**src/rtl/rr_mux_select_arbiter.sv**
```systemverilog
// Round-robin select generator for a 4:1 mux; holds each grant until release or timeout.
// Latency: 1 cycle from req sampled high to grant_valid; 0-bubble handover between owners.
// Backpressure: owner holds the mux until done, withdrawal of req, or HOLD_MAX cycles elapse.
//
// Ports:
//   clk         rising-edge clock
//   rst         synchronous active-high reset
//   req[3:0]    per-channel request
//   done        owner release strobe (ignored while idle)
//   sel[1:0]    registered mux select, index of current/last owner
//   grant[3:0]  registered one-hot grant, zero when idle
//   grant_valid high while a grant is held (== |grant)
//   preempt     one-cycle pulse after a grant ends by timeout
module rr_mux_select_arbiter #(
    parameter int HOLD_MAX = 8,
    parameter int CNT_W    = 8
) (
    input  logic       clk,
    input  logic       rst,
    input  logic [3:0] req,
    input  logic       done,
    output logic [1:0] sel,
    output logic [3:0] grant,
    output logic       grant_valid,
    output logic       preempt
);

    typedef enum logic {
        S_IDLE  = 1'b0,
        S_GRANT = 1'b1
    } state_t;

    // Counter value on the last cycle of a full-length grant.
    localparam logic [CNT_W-1:0] HOLD_LAST = (HOLD_MAX == 0) ? '0 : CNT_W'(HOLD_MAX - 1);

    state_t             r_state;
    logic   [1:0]       r_last;
    logic   [1:0]       r_sel;
    logic   [3:0]       r_grant;
    logic               r_preempt;
    logic   [CNT_W-1:0] r_cnt;

    state_t             w_state_n;
    logic   [1:0]       w_last_n;
    logic   [1:0]       w_sel_n;
    logic   [3:0]       w_grant_n;
    logic               w_preempt_n;
    logic   [CNT_W-1:0] w_cnt_n;

    logic               w_owner_req;
    logic               w_timeout;
    logic               w_release;
    logic               w_to_only;
    logic   [3:0]       w_others;
    logic   [3:0]       w_search_req;
    logic   [1:0]       w_search_last;
    logic   [1:0]       w_winner;

    // First requester in order last+1, last+2, last+3, last. Scanning from the
    // far end and overwriting lets the nearest candidate win.
    function automatic logic [1:0] rr_pick(input logic [3:0] rq, input logic [1:0] last);
        logic [1:0] idx;
        logic [1:0] res;
        res = last;
        for (int k = 4; k >= 1; k--) begin
            idx = last + 2'(k);
            if (rq[idx]) begin
                res = idx;
            end
        end
        return res;
    endfunction

    always_comb begin
        w_owner_req   = req[r_sel];
        w_timeout     = (HOLD_MAX != 0) && (r_cnt == HOLD_LAST);
        w_release     = done || !w_owner_req || w_timeout;
        // Timeout counts as the cause only when neither done nor withdrawal applies.
        w_to_only     = w_timeout && !done && w_owner_req;
        w_others      = req & ~(4'b0001 << r_sel);
        // A timed-out owner steps aside unless nobody else is asking.
        w_search_req  = (r_state == S_GRANT && w_to_only && (w_others != 4'b0000)) ? w_others : req;
        // On release the pointer moves to the releasing owner in the same cycle.
        w_search_last = (r_state == S_GRANT) ? r_sel : r_last;
        w_winner      = rr_pick(w_search_req, w_search_last);
    end

    always_comb begin
        w_state_n   = r_state;
        w_last_n    = r_last;
        w_sel_n     = r_sel;
        w_grant_n   = r_grant;
        w_preempt_n = 1'b0;
        w_cnt_n     = r_cnt;

        case (r_state)
            S_IDLE: begin
                if (req != 4'b0000) begin
                    w_state_n = S_GRANT;
                    w_sel_n   = w_winner;
                    w_grant_n = 4'b0001 << w_winner;
                    w_cnt_n   = '0;
                end
            end
            S_GRANT: begin
                if (w_release) begin
                    w_last_n    = r_sel;
                    w_preempt_n = w_to_only;
                    w_cnt_n     = '0;
                    if (w_search_req != 4'b0000) begin
                        w_sel_n   = w_winner;
                        w_grant_n = 4'b0001 << w_winner;
                    end else begin
                        w_state_n = S_IDLE;
                        w_grant_n = 4'b0000;
                    end
                end else if (r_cnt != {CNT_W{1'b1}}) begin
                    w_cnt_n = r_cnt + 1'b1;
                end
            end
            default: begin
                w_state_n = S_IDLE;
                w_grant_n = 4'b0000;
            end
        endcase
    end

    always_ff @(posedge clk) begin
        if (rst) begin
            r_state   <= S_IDLE;
            r_last    <= 2'd3;
            r_sel     <= 2'd0;
            r_grant   <= 4'b0000;
            r_preempt <= 1'b0;
            r_cnt     <= '0;
        end else begin
            r_state   <= w_state_n;
            r_last    <= w_last_n;
            r_sel     <= w_sel_n;
            r_grant   <= w_grant_n;
            r_preempt <= w_preempt_n;
            r_cnt     <= w_cnt_n;
        end
    end

    assign sel         = r_sel;
    assign grant       = r_grant;
    assign grant_valid = (r_state == S_GRANT);
    assign preempt     = r_preempt;

endmodule
```
**config.mk**
```make
export PLATFORM = sky130hd
export DESIGN_NAME = rr_mux_select_arbiter
export DESIGN_NICKNAME = d
export VERILOG_FILES = /design/src/rtl/rr_mux_select_arbiter.sv
export SDC_FILE = /design/constraint.sdc
export NUM_CORES = 1
export LEC_CHECK = 0
export BUFFER_PORTS_ARGS = -buffer_cell sky130_fd_sc_hd__clkbuf_2
export CAP_MARGIN = 20
export CORE_MARGIN = 2
export CORE_UTILIZATION = 60
export CTS_CLUSTER_SIZE = 8
export DETAILED_ROUTE_END_ITERATION = 7
export GPL_TIMING_DRIVEN = 0
export PLACE_DENSITY = 0.8
export SKIP_CTS_REPAIR_TIMING = 1
export SLEW_MARGIN = 30
export SYNTH_ARGS = -nofsm -noshare
export SYNTH_HDL_FRONTEND = slang
export SYNTH_SLANG_ARGS = --single-unit
```
**constraint.sdc**
```tcl
create_clock -name clk -period 5.75 [get_ports clk]
set_clock_uncertainty 0.05 [all_clocks]
set_input_delay 0.575 -clock clk [delete_from_list [all_inputs] [get_ports clk]]
set_output_delay 0.575 -clock clk [all_outputs]
set_load 0.005 [all_outputs]
```
==> results of run 1 <==
[layout make-up]
cell class	instances	area (µm²)	area share
well taps	25	31.3	0.0246
inverters	7	26.3	0.0206
repair buffers	12	60.1	0.0472
multi-input cells	101	726	0.570
clock buffers	4	36.3	0.0285
flip-flops and latches	18	360	0.283
plain buffers	7	33.8	0.0265
[sequential cells by signal, summed over array words and instances (netlist names)]
register and flops:
sel 2, grant_valid 1, grant 4, r_last 2
preempt 1, r_cnt 8
[where the power goes]
| part | internal [W] | leakage, nW | switching, W |
|---|---|---|---|
| Sequential | 0.000133 | 0.147 | 0.00000451 |
| Combinational | 0.0000340 | 0.357 | 0.0000480 |
| Clock | 0.0000385 | 0.0210 | 0.0000385 |
| Total | 0.000206 | 0.525 | 0.0000910 |
[per-stage QoR]
| stage | cell area [µm²] | setup slack (ps) | util |
|---|---|---|---|
| final | 1270 | 3110 | 0.722 |
| after global routing | 1270 | 2950 | 0.722 |
| after CTS | 1270 | 3190 | 0.722 |
| after detailed placement | 1240 | 3130 | 0.701 |
| after global placement | 1240 | 3160 | 0.701 |
| after floorplan | 1150 | 3470 | - |
[critical path, cell delays in order, from the launching register on]
cell and delay (ps):
dfxtp_1 360, clkbuf_1 330, nand2_1 160, o32ai_1 640, a41oi_1 510, nand4_1 260
xor2_1 160, nor2_1 60
[logic make-up after synthesis]
group                    Yosys count  share of synthesized area
AO/OA/AOI/OAI                     28                      0.216
XOR/XNOR                           7                     0.0535
adder cells (fa/ha/maj)            1                     0.0109
buffers and inverters             14                     0.0524
flip-flops                        18                      0.314
multiplexers                       9                     0.0819
AND/OR/NAND/NOR                   56                      0.271
[how the worst min path moves through the flow]
stage	cells after the start	start	endpoint
final	2	grant[3]	grant[3]
after global routing	2	grant[3]	grant[3]
after CTS	2	grant[3]	grant[3]
after detailed placement	2	grant[3]	grant[3]
after global placement	2	grant[3]	grant[3]
after floorplan	1	r_last[1]	r_last[1]
[placed cells by master, fill, tap and decap left out, types with 4 or more instances in the layout]
cell type  Yosys  layout
mux2i_1        6       6
inv_1          6       6
dfxtp_1       18      18
a21oi_1        4       4
nand3_1        4       4
nand2_1        8       8
clkbuf_2       0      12
nor3_1         8       8
xor2_1         6       6
nor2_1        15      15
[per-layer routing]
layer  wire, µm  vias up
li1           -      526
met4         31        0
met1       1110      493
met2       1180       31
met5          0        -
met3        124        4
==> flow_summary.html, run 1 <==
<table>
<tr><th>Metric</th><th>Value</th></tr>
<tr><th colspan="2">Timing</th></tr>
<tr><td>Final clock period utilization by the worst path</td><td>0.460</td></tr>
<tr><td>Setup total negative slack</td><td>0 ps</td></tr>
<tr><td>Worst hold-check slack</td><td>414 ps</td></tr>
<tr><td>Fin. Hold Viols</td><td>0</td></tr>
<tr><td>Worst-Margin Slew</td><td>744 ps</td></tr>
<tr><td>Headroom to the max-slew limit</td><td>0.498</td></tr>
<tr><td>Min Clock Period, post-route</td><td>2640 ps</td></tr>
<tr><td>Max-slew violations</td><td>0</td></tr>
<tr><td>Unrepaired setup endpoints after global routing</td><td>no</td></tr>
<tr><td>Count of endpoints failing setup in the final report</td><td>0</td></tr>
<tr><td>Fmax</td><td>378 MHz</td></tr>
<tr><th colspan="2">Floorplanning</th></tr>
<tr><td>Effective utilization at floorplan</td><td>0.650</td></tr>
<tr><td>Chip height</td><td>47.7 µm</td></tr>
<tr><td>Chip Width</td><td>47.7 µm</td></tr>
<tr><td>Std-Cell Rows</td><td>15</td></tr>
<tr><td>Area of the die</td><td>0.00228 mm²</td></tr>
<tr><td>Number of placed I/O pins</td><td>15</td></tr>
<tr><td>Core box area</td><td>0.00176 mm²</td></tr>
<tr><th colspan="2">Global routing</th></tr>
<tr><td>Global Route met3 Usage</td><td>0.0226</td></tr>
<tr><td>Vias in the first global route</td><td>957</td></tr>
<tr><td>Maximum number of pins on one net before global-route repair</td><td>11</td></tr>
<tr><td>Global-route wire length before repair</td><td>4150 µm</td></tr>
<tr><td>GR met2 Demand/Resource</td><td>0.419</td></tr>
<tr><td>Antenna violations before repair</td><td>0</td></tr>
<tr><td>Aggregate global routing overflow</td><td>0</td></tr>
<tr><td>Met1 demand-to-capacity share in global routing</td><td>0.346</td></tr>
<tr><td>Global-route total usage across every layer</td><td>0.252</td></tr>
<tr><td>Busiest grt layer</td><td>met2</td></tr>
<tr><th colspan="2">Flow run</th></tr>
<tr><td>Maximum capacitance violations</td><td>0</td></tr>
<tr><th colspan="2">Setup path</th></tr>
<tr><td>Reg-to-Reg End</td><td>r_cnt[5]</td></tr>
<tr><td>Setup Crit Path Kind</td><td>flop to flop</td></tr>
<tr><td>Flop-to-flop setup slack</td><td>3110 ps</td></tr>
<tr><td>Req. time, crit path</td><td>5870 ps</td></tr>
<tr><td>Source of the critical timing path</td><td>sel[0]</td></tr>
<tr><td>Critical path data arrival time</td><td>2760 ps</td></tr>
<tr><td>Number of cell instances on the worst register-to-register path</td><td>7</td></tr>
<tr><td>Launching point of the worst reg2reg path</td><td>sel[0]</td></tr>
<tr><td>Top fanout value on the critical path</td><td>10</td></tr>
<tr><td>Crit. End Element</td><td>flop</td></tr>
<tr><td>Element type at the critical path start</td><td>flop</td></tr>
<tr><td>Destination of the critical timing path</td><td>r_cnt[5]</td></tr>
<tr><th colspan="2">Clock network</th></tr>
<tr><td>CTS Buffer Depth</td><td>2</td></tr>
<tr><td>Clock tree from TritonCTS</td><td>built</td></tr>
<tr><td>CTS Sinks</td><td>18</td></tr>
<tr><td>Clock latency at the later pin of the worst-skew pair</td><td>290 ps</td></tr>
<tr><td>Cell at the root of the clock tree</td><td>clkbuf_4</td></tr>
<tr><td># H-tree levels</td><td>1</td></tr>
<tr><td>TritonCTS Buffers</td><td>3</td></tr>
<tr><td>Clock slew seen by the registers of the worst setup and hold paths</td><td>110 ps</td></tr>
<tr><th colspan="2">Yosys</th></tr>
<tr><td>Share of the yosys chip area belonging to registers</td><td>0.314</td></tr>
<tr><td>Cell type contributing the most total cell area after synthesis</td><td>dfxtp_1</td></tr>
<tr><td>Mean post-synth cell area</td><td>8.62 µm²</td></tr>
<tr><td>Most numerous cell in the Yosys netlist</td><td>dfxtp_1</td></tr>
<tr><td>Yosys warning count</td><td>0</td></tr>
<tr><td>Dominant cells by area after synthesis</td><td>dfxtp_1, mux2i_1, nor2_1</td></tr>
<tr><td>Post-Synthesis Cells</td><td>133</td></tr>
<tr><td>Number of enable-type register cells in the synthesized netlist</td><td>0</td></tr>
<tr><td>Top cell types by occurrence after synthesis</td><td>dfxtp_1, nor2_1, nand2_1, nor3_1</td></tr>
<tr><td>Share of async-settable or async-resettable flops after synthesis</td><td>0</td></tr>
<tr><td>Area share of the largest cell type after synthesis</td><td>0.314</td></tr>
<tr><td>Commonest register cell after synthesis</td><td>dfxtp_1</td></tr>
<tr><td>Netlist cell types</td><td>50</td></tr>
<tr><td>Net count of the mapped netlist</td><td>141</td></tr>
<tr><td>Flip-flop and latch count after synthesis</td><td>18</td></tr>
<tr><td>Mapped Area</td><td>0.00115 mm²</td></tr>
<tr><th colspan="2">Route</th></tr>
<tr><td>Number of vias per cell after detailed routing</td><td>6.06</td></tr>
<tr><td>Average wire per standard cell</td><td>14.1 µm</td></tr>
<tr><td>Number of iterations in the first detailed-routing pass</td><td>4</td></tr>
<tr><td>Antenna-violating nets left</td><td>0</td></tr>
<tr><td>Final wirelength</td><td>2450 µm</td></tr>
<tr><td>DRC errors left</td><td>0</td></tr>
<tr><td>Count of routing violations after the opening detailed-route iteration</td><td>21</td></tr>
<tr><td>Routed vias</td><td>1054</td></tr>
<tr><th colspan="2">Pwr</th></tr>
<tr><td>Static leakage power</td><td>0.525 nW</td></tr>
<tr><td>Pwr Density</td><td>233 mW/mm²</td></tr>
<tr><td>Overall power after layout</td><td>0.000297 W</td></tr>
<tr><td>Worst-case vdd ir drop</td><td>0.000188 V</td></tr>
<tr><th colspan="2">Placed design</th></tr>
<tr><td>Total of buffers placed on input and output ports</td><td>12</td></tr>
<tr><td>Global placement routability congestion</td><td>0.888</td></tr>
<tr><td>Placed Instances</td><td>170</td></tr>
<tr><td>HPWL after detailed placement</td><td>1850 µm</td></tr>
<tr><th colspan="2">Hold path</th></tr>
<tr><td>Worst min-delay path category</td><td>flop to flop</td></tr>
<tr><th colspan="2">Outcome</th></tr>
<tr><td>Status</td><td>completed</td></tr>
<tr><th colspan="2">Cells and area</th></tr>
<tr><td>Number of nets in the finished design</td><td>158</td></tr>
<tr><td>Layout filler cell count</td><td>161</td></tr>
<tr><td>Count of inserted antenna diode cells</td><td>0</td></tr>
<tr><td>Share of final-layout standard cells stronger than drive strength 1</td><td>0.235</td></tr>
<tr><td>Post-synthesis to final-layout area growth</td><td>11.1%</td></tr>
<tr><td>Non-filler instance count after layout</td><td>174</td></tr>
</table>
No activity file was read; power rests on OpenSTA's default activity.
==> run 2: changes to the inputs <==
--- a/config.mk
+++ b/config.mk
@@ -8,11 +8,11 @@
 export BUFFER_PORTS_ARGS = -buffer_cell sky130_fd_sc_hd__clkbuf_2
 export CAP_MARGIN = 20
 export CORE_MARGIN = 2
-export CORE_UTILIZATION = 60
+export CORE_UTILIZATION = 50
 export CTS_CLUSTER_SIZE = 8
 export DETAILED_ROUTE_END_ITERATION = 7
 export GPL_TIMING_DRIVEN = 0
-export PLACE_DENSITY = 0.8
+export PLACE_DENSITY = 0.71
 export SKIP_CTS_REPAIR_TIMING = 1
 export SLEW_MARGIN = 30
 export SYNTH_ARGS = -nofsm -noshare
==> constraint.sdc (replaced) <==
create_clock -name clk -period 2.1 [get_ports clk]
set_clock_uncertainty 0.05 [all_clocks]
set_input_delay 0.21 -clock clk [delete_from_list [all_inputs] [get_ports clk]]
set_output_delay 0.21 -clock clk [all_outputs]
set_load 0.005 [all_outputs]
==> flow_summary.html, run 2 (same netlist as run 1, synthesis figures left out) <==
<table>
<tr><th>Metric</th><th>Value</th></tr>
<tr><th colspan="2">Clock network</th></tr>
<tr><td>Clock slew seen by the registers of the worst setup and hold paths</td><td>100 ps</td></tr>
<tr><td># H-tree levels</td><td>1</td></tr>
<tr><td>TritonCTS Buffers</td><td>3</td></tr>
<tr><td>Clock tree from TritonCTS</td><td>built</td></tr>
<tr><td>Clock latency at the later pin of the worst-skew pair</td><td>300 ps</td></tr>
<tr><td>CTS Buffer Depth</td><td>2</td></tr>
<tr><td>CTS Sinks</td><td>18</td></tr>
<tr><td>Cell at the root of the clock tree</td><td>clkbuf_4</td></tr>
<tr><th colspan="2">Timing</th></tr>
<tr><td>Count of endpoints failing setup in the final report</td><td>6</td></tr>
<tr><td>Worst-Margin Slew</td><td>603 ps</td></tr>
<tr><td>Min Clock Period, post-route</td><td>2370 ps</td></tr>
<tr><td>Final setup margin</td><td>-269 ps</td></tr>
<tr><td>Setup total negative slack</td><td>-1130 ps</td></tr>
<tr><td>Fmax</td><td>422 MHz</td></tr>
<tr><td>Final clock period utilization by the worst path</td><td>1.13</td></tr>
<tr><td>Fin. Hold Viols</td><td>0</td></tr>
<tr><td>Unrepaired setup endpoints after global routing</td><td>yes</td></tr>
<tr><td>Max-slew violations</td><td>0</td></tr>
<tr><td>Headroom to the max-slew limit</td><td>0.598</td></tr>
<tr><th colspan="2">Floorplanning</th></tr>
<tr><td>Area of the die</td><td>0.00269 mm²</td></tr>
<tr><td>Chip height</td><td>51.9 µm</td></tr>
<tr><td>Std-Cell Rows</td><td>17</td></tr>
<tr><td>Effective utilization at floorplan</td><td>0.523</td></tr>
<tr><td>Number of placed I/O pins</td><td>15</td></tr>
<tr><td>Core box area</td><td>0.00219 mm²</td></tr>
<tr><td>Chip Width</td><td>51.9 µm</td></tr>
<tr><th colspan="2">Setup path</th></tr>
<tr><td>Top fanout value on the critical path</td><td>4</td></tr>
<tr><td>Crit. End Element</td><td>flop</td></tr>
<tr><td>Stages on the worst setup path</td><td>6</td></tr>
<tr><td>Ordered cell list for the critical path</td><td>or3_4, or4_4, o41a_1, o31ai_4, inv_2, o41ai_2</td></tr>
<tr><td>Cell family with most CP delay</td><td>compound AO/OA/AOI/OAI gates</td></tr>
<tr><td>Critical path data arrival time</td><td>2510 ps</td></tr>
<tr><td>Setup Crit Path Kind</td><td>flop to flop</td></tr>
<tr><td>Buffering stage count on the worst path with inverters included</td><td>1</td></tr>
<tr><td>Slowest cell delay on critical path</td><td>450 ps</td></tr>
<tr><td>Element type at the critical path start</td><td>flop</td></tr>
<tr><td>Highest-delay cell along the critical path</td><td>or4_4</td></tr>
<tr><td>Number of cell instances on the worst register-to-register path</td><td>6</td></tr>
<tr><td>Req. time, crit path</td><td>2250 ps</td></tr>
<tr><th colspan="2">Cells and area</th></tr>
<tr><td>Flip-flop count of the largest register after layout</td><td>8</td></tr>
<tr><td>Final core utilization</td><td>0.675</td></tr>
<tr><td>Most common cell after layout, fill and taps aside</td><td>dfxtp_1</td></tr>
<tr><td>Most used cells in the layout excluding fill and tap cells</td><td>dfxtp_1, nor2_1, clkbuf_2, nand2_1</td></tr>
<tr><td>Post-synthesis to final-layout area growth</td><td>29.0%</td></tr>
<tr><td>Count of inserted antenna diode cells</td><td>0</td></tr>
<tr><td>Share of final-layout standard cells stronger than drive strength 1</td><td>0.400</td></tr>
<tr><td>Number of nets in the finished design</td><td>165</td></tr>
<tr><td>Largest register by flop count</td><td>r_cnt</td></tr>
<tr><th colspan="2">Pwr</th></tr>
<tr><td>Internal power</td><td>0.000569 W</td></tr>
<tr><td>Clock group share of total power</td><td>0.201</td></tr>
<tr><td>Gate power share</td><td>0.356</td></tr>
<tr><td>Switching component of the power</td><td>0.000286 W</td></tr>
<tr><td>Portion of total power attributed to sequential cells</td><td>0.443</td></tr>
<tr><td>Pwr Density</td><td>578 mW/mm²</td></tr>
<tr><td>Static leakage power</td><td>0.587 nW</td></tr>
<tr><td>Worst-case vdd ir drop</td><td>0.000584 V</td></tr>
<tr><td>Proportion of total power due to net switching</td><td>0.334</td></tr>
<tr><th colspan="2">Route</th></tr>
<tr><td>Number of iterations in the first detailed-routing pass</td><td>4</td></tr>
<tr><td>Routed vias</td><td>1111</td></tr>
<tr><td>Antenna-violating nets left</td><td>0</td></tr>
<tr><td>Number of vias per cell after detailed routing</td><td>6.07</td></tr>
<tr><td>Count of routing violations after the opening detailed-route iteration</td><td>42</td></tr>
<tr><td>Final wirelength</td><td>2990 µm</td></tr>
<tr><td>DRC errors left</td><td>0</td></tr>
<tr><td>Average wire per standard cell</td><td>16.4 µm</td></tr>
<tr><th colspan="2">Flow run</th></tr>
<tr><td>Maximum capacitance violations</td><td>0</td></tr>
<tr><th colspan="2">Global routing</th></tr>
<tr><td>Antenna violations before repair</td><td>0</td></tr>
<tr><td>Aggregate global routing overflow</td><td>0</td></tr>
<tr><td>Global-route wire length before repair</td><td>4350 µm</td></tr>
<tr><td>Global-route total usage across every layer</td><td>0.213</td></tr>
<tr><td>Vias in the first global route</td><td>1026</td></tr>
<tr><td>Maximum number of pins on one net before global-route repair</td><td>11</td></tr>
<tr><th colspan="2">Placed design</th></tr>
<tr><td>Global placement routability congestion</td><td>0.893</td></tr>
<tr><td>HPWL after detailed placement</td><td>1960 µm</td></tr>
<tr><td>Total of buffers placed on input and output ports</td><td>12</td></tr>
<tr><th colspan="2">Hold path</th></tr>
<tr><td>Worst min-delay path category</td><td>primary input to flop</td></tr>
<tr><td>Hold-critical path depth</td><td>2</td></tr>
<tr><th colspan="2">Outcome</th></tr>
<tr><td>Failing checks</td><td>negative setup slack</td></tr>
<tr><td>Status</td><td>complete, but fails checks</td></tr>
</table>
-- run 2: changes by cell type in the layout (fill, tap and decap cells not counted), sizes merged --
| cell | previous run | this run |
|---|---|---|
| buf | 4 | 11 |
| clkbuf | 19 | 18 |
-- run 2: cell type report --
type / count / area (µm²)
repair buffers: 19 / 113
fillers: 178 / 712
plain buffers: 7 / 48.8
inverters: 7 / 26.3
clock buffers: 3 / 22.5
well taps: 28 / 35.0
flip-flops and latches: 18 / 367
multi-input cells: 101 / 867
-- run 2: worst paths after layout --
kind	startpoint	to	slack (ps)
hold reg to reg	grant[1]	grant[1]	410
setup / recovery	r_cnt[3]	grant[3]	-270
hold / removal	rst	grant[0]	100
setup reg to reg	r_cnt[3]	grant[3]	-270
-- run 2: power groups by stage --
stage	Sequential, W	Combinational (W)	Clock [W]
after floorplan	0.000387	0.000165	0
after global placement	0.000385	0.000219	0
after detailed placement	0.000386	0.000227	0
after CTS	0.000378	0.000228	0.000174
after global routing	0.000381	0.000329	0.000188
final	0.000379	0.000304	0.000172
-- run 2: metrics by stage --
| step | worst slack (ps) | hold slack, ps | cells | power, W | area (µm²) |
|---|---|---|---|---|---|
| 6_report | -269 | 96.0 | 183 | 0.000855 | 1480 |
| 5_1_grt | -351 | 89.6 | 183 | 0.000898 | 1480 |
| 4_1_cts | -392 | 108 | 176 | 0.000780 | 1270 |
| 3_5_place_dp | -408 | 393 | 173 | 0.000613 | 1250 |
| 3_3_place_gp | -338 | 388 | 173 | 0.000604 | 1250 |
| 2_1_floorplan | -5.35 | 262 | 133 | 0.000551 | 1150 |
-- run 2: per-layer routing --
| layer | share of wire | global-route usage | wire length, µm | vias to the layer above |
|---|---|---|---|---|
| li1 | - | - | - | 536 |
| met1 | 0.41 | 0.256 | 1230 | 532 |
| met2 | 0.52 | 0.361 | 1570 | 36 |
| met3 | 0.045 | 0.0287 | 134 | 7 |
| met4 | 0.018 | 0.118 | 53 | 0 |
| met5 | 0 | 0 | 0 | - |
-- run 2: worst reg2reg max path: stages (launching register included) --
cell and delay [ps]:
dfxtp_4 360, or3_4 400, or4_4 450, o41a_1 380, o31ai_4 290, inv_2 100
o41ai_2 230
